===== config.mk =====
export PLATFORM = sky130hd
export DESIGN_NAME = rx_udp_flat
export DESIGN_NICKNAME = d
export VERILOG_FILES = /design/src/rtl/rx_udp_if.sv /design/src/rtl/rx_udp.sv /design/src/flat_wrapper.sv
export SDC_FILE = /design/constraint.sdc
export NUM_CORES = 1
export LEC_CHECK = 0
export ABC_AREA = 1
export CORE_AREA = 2 2 91 93
export DETAILED_ROUTE_END_ITERATION = 7
export DIE_AREA = 0 0 93 95
export GPL_ROUTABILITY_DRIVEN = 0
export PLACE_DENSITY = 0.77
export SKIP_LAST_GASP = 1
export SLEW_MARGIN = 30
export SYNTH_ARGS = -nofsm -noshare
export SYNTH_HDL_FRONTEND = slang
export SYNTH_SLANG_ARGS = --single-unit

===== constraint.sdc =====
create_clock -name RX_CLK -period 1.75 [get_ports RX_CLK]
set_clock_uncertainty 0.05 [all_clocks]
set_input_delay 0.175 -clock RX_CLK [delete_from_list [all_inputs] [get_ports RX_CLK]]
set_output_delay 0.175 -clock RX_CLK [all_outputs]
set_load 0.02 [all_outputs]

===== src/rtl/rx_udp_if.sv =====
// Segment byte stream into the UDP stage and the header/payload stream out of it.
// The master side is the rx_udp block; the slave side is whatever feeds and consumes it.
interface rx_udp_if #(
   parameter int OCT = 8
);
   logic           rx_data_udp;
   logic [OCT-1:0] rx_data;
   logic [15:0]    rx_src_port;
   logic [15:0]    rx_dst_port;
   logic [15:0]    rx_udp_len;
   logic           rx_hdr_valid;
   logic           rx_udp_valid;
   logic [OCT-1:0] rx_udp_data;
   logic           rx_udp_sop;
   logic           rx_udp_eop;
   logic           rx_udp_err;

   modport master (
      input  rx_data_udp,
      input  rx_data,
      output rx_src_port,
      output rx_dst_port,
      output rx_udp_len,
      output rx_hdr_valid,
      output rx_udp_valid,
      output rx_udp_data,
      output rx_udp_sop,
      output rx_udp_eop,
      output rx_udp_err
   );

   modport slave (
      output rx_data_udp,
      output rx_data,
      input  rx_src_port,
      input  rx_dst_port,
      input  rx_udp_len,
      input  rx_hdr_valid,
      input  rx_udp_valid,
      input  rx_udp_data,
      input  rx_udp_sop,
      input  rx_udp_eop,
      input  rx_udp_err
   );
endinterface


===== src/rtl/rx_udp.sv =====
// UDP receive stage: parses the 8-byte header, filters on destination port and
// forwards exactly udp_len-8 payload bytes with sop/eop framing.
module rx_udp #(
   parameter int          OCT        = 8,
   parameter logic [15:0] LOCAL_PORT = 16'd0
) (
   input logic      RX_CLK,
   input logic      rst,
   rx_udp_if.master u
);
   typedef enum logic [2:0] {
      SRC_PORT,
      DST_PORT,
      LEN,
      CSUM,
      DATA,
      DROP
   } state_t;

   state_t         state_reg;
   logic           byte_sel_reg;
   logic           prev_valid_reg;
   logic           first_reg;
   logic [15:0]    src_port_reg;
   logic [15:0]    dst_port_reg;
   logic [15:0]    udp_len_reg;
   logic [15:0]    remaining_reg;
   logic           hdr_valid_reg;
   logic           udp_valid_reg;
   logic [OCT-1:0] udp_data_reg;
   logic           sop_reg;
   logic           eop_reg;
   logic           err_reg;

   logic           seg_open;
   logic           stray_bytes;

   // A segment counts as open once its first header byte has been consumed and
   // until its payload is complete; losing rx_data_udp then means truncation.
   assign seg_open = (state_reg == DST_PORT) || (state_reg == LEN) ||
                     (state_reg == CSUM) || (state_reg == DATA) ||
                     ((state_reg == SRC_PORT) && byte_sel_reg);

   // Bytes arriving at SRC_PORT with no preceding low cycle are the tail of a
   // segment interrupted by reset; they must not be parsed as a header.
   assign stray_bytes = (state_reg == SRC_PORT) && !byte_sel_reg && prev_valid_reg;

   always_ff @(posedge RX_CLK) begin
      if (rst) begin
         state_reg      <= SRC_PORT;
         byte_sel_reg   <= 1'b0;
         prev_valid_reg <= u.rx_data_udp;
         first_reg      <= 1'b0;
         src_port_reg   <= 16'd0;
         dst_port_reg   <= 16'd0;
         udp_len_reg    <= 16'd0;
         remaining_reg  <= 16'd0;
         hdr_valid_reg  <= 1'b0;
         udp_valid_reg  <= 1'b0;
         udp_data_reg   <= '0;
         sop_reg        <= 1'b0;
         eop_reg        <= 1'b0;
         err_reg        <= 1'b0;
      end else begin
         prev_valid_reg <= u.rx_data_udp;
         hdr_valid_reg  <= 1'b0;
         udp_valid_reg  <= 1'b0;
         sop_reg        <= 1'b0;
         eop_reg        <= 1'b0;
         err_reg        <= 1'b0;

         if (!u.rx_data_udp) begin
            if (prev_valid_reg) begin
               if (seg_open) begin
                  err_reg <= 1'b1;
               end
               state_reg     <= SRC_PORT;
               byte_sel_reg  <= 1'b0;
               remaining_reg <= 16'd0;
               first_reg     <= 1'b0;
            end
         end else if (stray_bytes) begin
            state_reg <= DROP;
         end else begin
            case (state_reg)
               SRC_PORT: begin
                  src_port_reg <= {src_port_reg[15-OCT:0], u.rx_data};
                  byte_sel_reg <= ~byte_sel_reg;
                  if (byte_sel_reg) begin
                     state_reg <= DST_PORT;
                  end
               end
               DST_PORT: begin
                  dst_port_reg <= {dst_port_reg[15-OCT:0], u.rx_data};
                  byte_sel_reg <= ~byte_sel_reg;
                  if (byte_sel_reg) begin
                     state_reg <= LEN;
                  end
               end
               LEN: begin
                  udp_len_reg  <= {udp_len_reg[15-OCT:0], u.rx_data};
                  byte_sel_reg <= ~byte_sel_reg;
                  if (byte_sel_reg) begin
                     state_reg <= CSUM;
                  end
               end
               CSUM: begin
                  // Checksum bytes are consumed but not verified.
                  byte_sel_reg <= ~byte_sel_reg;
                  if (byte_sel_reg) begin
                     remaining_reg <= udp_len_reg - 16'd8;
                     if (udp_len_reg < 16'd8) begin
                        err_reg   <= 1'b1;
                        state_reg <= DROP;
                     end else if ((LOCAL_PORT != 16'd0) && (dst_port_reg != LOCAL_PORT)) begin
                        state_reg <= DROP;
                     end else begin
                        hdr_valid_reg <= 1'b1;
                        first_reg     <= 1'b1;
                        state_reg     <= (udp_len_reg == 16'd8) ? DROP : DATA;
                     end
                  end
               end
               DATA: begin
                  udp_valid_reg <= 1'b1;
                  udp_data_reg  <= u.rx_data;
                  sop_reg       <= first_reg;
                  first_reg     <= 1'b0;
                  eop_reg       <= (remaining_reg == 16'd1);
                  remaining_reg <= remaining_reg - 16'd1;
                  if (remaining_reg == 16'd1) begin
                     state_reg <= DROP;
                  end
               end
               default: begin
                  // DROP: padding or filtered bytes until rx_data_udp goes low.
                  state_reg <= DROP;
               end
            endcase
         end
      end
   end

   assign u.rx_src_port  = src_port_reg;
   assign u.rx_dst_port  = dst_port_reg;
   assign u.rx_udp_len   = udp_len_reg;
   assign u.rx_hdr_valid = hdr_valid_reg;
   assign u.rx_udp_valid = udp_valid_reg;
   assign u.rx_udp_data  = udp_data_reg;
   assign u.rx_udp_sop   = sop_reg;
   assign u.rx_udp_eop   = eop_reg;
   assign u.rx_udp_err   = err_reg;
endmodule


===== src/flat_wrapper.sv =====
// flat-port wrapper written by rule: the top's interface ports become plain ports
module rx_udp_flat 
#(
   parameter int          OCT        = 8,
   parameter logic [15:0] LOCAL_PORT = 16'd0
)
  (RX_CLK, rst, u_rx_data_udp, u_rx_data, u_rx_src_port, u_rx_dst_port, u_rx_udp_len, u_rx_hdr_valid, u_rx_udp_valid, u_rx_udp_data, u_rx_udp_sop, u_rx_udp_eop, u_rx_udp_err);
  rx_udp_if #(.OCT(OCT)) u_i ();
  input logic RX_CLK;
  input logic rst;
  input wire logic [$bits(u_i.rx_data_udp)-1:0] u_rx_data_udp;
  input wire logic [$bits(u_i.rx_data)-1:0] u_rx_data;
  output wire logic [$bits(u_i.rx_src_port)-1:0] u_rx_src_port;
  output wire logic [$bits(u_i.rx_dst_port)-1:0] u_rx_dst_port;
  output wire logic [$bits(u_i.rx_udp_len)-1:0] u_rx_udp_len;
  output wire logic [$bits(u_i.rx_hdr_valid)-1:0] u_rx_hdr_valid;
  output wire logic [$bits(u_i.rx_udp_valid)-1:0] u_rx_udp_valid;
  output wire logic [$bits(u_i.rx_udp_data)-1:0] u_rx_udp_data;
  output wire logic [$bits(u_i.rx_udp_sop)-1:0] u_rx_udp_sop;
  output wire logic [$bits(u_i.rx_udp_eop)-1:0] u_rx_udp_eop;
  output wire logic [$bits(u_i.rx_udp_err)-1:0] u_rx_udp_err;
  assign u_i.rx_data_udp = u_rx_data_udp;
  assign u_i.rx_data = u_rx_data;
  assign u_rx_src_port = u_i.rx_src_port;
  assign u_rx_dst_port = u_i.rx_dst_port;
  assign u_rx_udp_len = u_i.rx_udp_len;
  assign u_rx_hdr_valid = u_i.rx_hdr_valid;
  assign u_rx_udp_valid = u_i.rx_udp_valid;
  assign u_rx_udp_data = u_i.rx_udp_data;
  assign u_rx_udp_sop = u_i.rx_udp_sop;
  assign u_rx_udp_eop = u_i.rx_udp_eop;
  assign u_rx_udp_err = u_i.rx_udp_err;
  rx_udp #(.OCT(OCT), .LOCAL_PORT(LOCAL_PORT)) u_core (.RX_CLK(RX_CLK), .rst(rst), .u(u_i));
endmodule

==> impl_metrics.ini <==
[logic_synthesis]
netlist_area_mm2 = 0.00395
synth_common_cells = 108 x nor2_1, 106 x nand2_1, 83 x dfxtp_1
ys_async_sr_fraction_pct = 0
yosysTopAreaCell = dfxtp_1
synthCells = 582
synth.avg_cell_area_um2 = 6.78
ys_seq_area_share_pct = 42.1
synthFlopType = dfxtp_1
ys_ff_latch = 83
yosysWarnings = 0
yosysMostFrequentCell = nor2_1
synth_top_area_share_pct = 42.1
synth.distinct_cells = 33
synth.top_cells.by_area = dfxtp_1 42%, nor2_1 10%, nand2_1 10%
synth-edff-count = 0
syn_nets = 596

[critical_path]
slowest_stage = clkdlybuf4s50_1
cp_num_buf_inv = 1
path_cells = clkdlybuf4s50_1
end_kind = output port
cp.required_ns = 1.52
crit_start = u_core.u.rx_udp_len[6]
crit_arrival_ns = 1.47
crit_family = buffers and inverters
reg2reg_to = u_core.remaining_reg[8]
startpoint_type = flop
crit_path_max_incr_delay_ns = 0.65
r2r-start = u_core.state_reg[1]
r2r_slack_ns = 0.12
critPathMaxFanout = 7
ff2ff_path_depth = 9
path_class = flop to output port

[floorplan]
die_x_um = 93
die_y_um = 95
initial_core_util_pct = 49.8
placementRows = 33
dieArea_mm2 = 0.00884
fp.coreArea_mm2 = 0.00793
io_pins = 72

[worst_hold_path]
hold_end = u_core.u.rx_src_port[13]
holdPathStages = 2
min_path_type = flop to flop
holdCritStartpoint = u_core.u.rx_src_port[13]

[final_layout]
drive_above_1_share_pct = 11.5
nets = 689
final_util_pct = 65.6
syn_to_final_growth_pct = 31.7
fin_area_mm2 = 0.00520
antenna_cells = 0

[place]
hpwl_um = 7920
dpl-instance-area_mm2 = 0.00492
place_ws_ns = -0.168
io_buffers = 71

[power_and_ir_drop]
p_per_area_mw_per_mm2 = 1210
p_leak_nw = 2.13
intPower_mw = 3.93
power.switching_mw = 2.35
clock_power_share_pct = 25.6
combPwrFrac_pct = 37.6
vdd.ir_drop.worst_v = 0.000696
p_sw_share_pct = 37.4
seqPwrFrac_pct = 36.8

[clock_tree]
clkSlewWorstSetupHoldPaths_ns = 0.08
cts_root_buffer = clkbuf_8
cts_hold_buf = 0
cts_tree = yes
cts_buffers = 9
insertion_delay_ns = 0.37
clk_path_buf_depth = 2
cts_sinks = 83
h-tree-depth = 3

[routing]
first_pass_iters = 5
vias = 4202
drc = 0
wirelength_um = 11000
drtIter0Drc = 292
detail_route.vias_per_cell = 5.35
wl_per_cell_um = 14.0
drtAntennaViolNets = 0

[sta]
min_period_ns = 1.70
setup_tns_ns = 0
rsz0062_at_grt = yes
max_freq_mhz = 590
fin_crit_sh_pct = 96.9
worst_slack_ns = 0.0548
maxSlewViolCount = 0
fin_hold_ws_ns = 0.419
hold_viol_final = 0
setup_viol = 0
slew_headroom_pct = 74.0
max_slew.worst_pin.slew_ns = 0.390

[global_routing]
grt_pass1_wl_um = 17900
grt_max_degree = 36
grt_pass1_vias = 3819
grt-ovfl-total = 0
antenna_found_initial = 0
grt_usage_pct = 25.7

[outcome]
status = finished clean

[flow_run]
maxCapViolCount = 0
-- cell families after synthesis --
group	synth area share, %
and+or+nand+nor	33.1
DFF	42.1
AOI/OAI and AO/OA	15.1
buffers and inverters	8.34
adders and majority gates	0.951
xor gates and xnor gates	0.444
-- per-stage QoR --
step | instances | power, mW
5_1_grt | 785 | 6.69
3_3_place_gp | 766 | 4.57
6_report | 785 | 6.28
3_5_place_dp | 766 | 4.63
2_1_floorplan | 582 | 3.83
4_1_cts | 782 | 6.22
-- worst max-delay path by stage --
stage | cells past startpoint | endpoint
after floorplan | 9 | u_core.remaining_reg[11]
after global placement | 8 | u_core.remaining_reg[0]
after detailed placement | 8 | u_core.remaining_reg[0]
after CTS | 1 | u_rx_udp_len[5]
after global routing | 9 | u_core.remaining_reg[8]
final | 1 | u_rx_udp_len[6]
-- layer usage --
layer / part of all wire [%] / GRT usage (%)
met5: 0 / 0
met4: 2.9 / 13.5
met1: 43 / 32.7
met3: 6.0 / 4.39
met2: 48 / 41.9
-- area by class of cell --
cell class              count  area [um2]
clock buffers              11         151
clock inverters             5        83.8
fillers                   717        2730
inverters                  52         198
multi-input cells         422        1980
flip-flops and latches     83        1660
well taps                 105         131
repair buffers            107         993
-- tightest hold or removal path: cells and delay by family (launching register included) --
family          cells  cell delay (ns)
flops               1             0.32
simple gates        1             0.06
compound gates      1             0.05
-- placed cells by master (no fill, tap or decap) --
master and n:
a211oi_1 1, a21oi_1 54, a21oi_2 1, and3_1 1, buf_12 1, buf_4 35, bufinv_16 2, clkbuf_8 11
clkdlybuf4s50_1 71, clkinvlp_4 2, dfxtp_1 82, dfxtp_2 1, ha_1 2, ha_2 1, inv_1 46, inv_2 5
inv_4 1, inv_6 1, nand2_1 105, nand2_2 4, nand2_4 1, nand2_8 1, nand3_1 62, nand3_2 2
nand3b_1 2, nand4_1 3, nor2_1 105, nor2_2 6, nor2_4 3, nor3_1 5, nor3b_1 1, nor4_1 1
o2111ai_1 2, o21ai_0 53, o21bai_1 1, o22ai_1 3, xnor2_1 1, xor2_1 1
-- power groups by stage --
stage                     Sequential [mW]  Combinational [mW]  Clock, mW
after detailed placement             2.34                2.28          0
after floorplan                      2.47                1.36          0
after global routing                 2.34                2.65       1.70
final                                2.31                2.36       1.61
after global placement               2.34                2.23          0
after CTS                            2.30                2.30       1.62
-- repair_timing --
action	in CTS	in global routing
resized for setup	0	8
endpoints found under the setup margin	0	19
setup buffers	0	3
(Power assumes the default switching activity.)
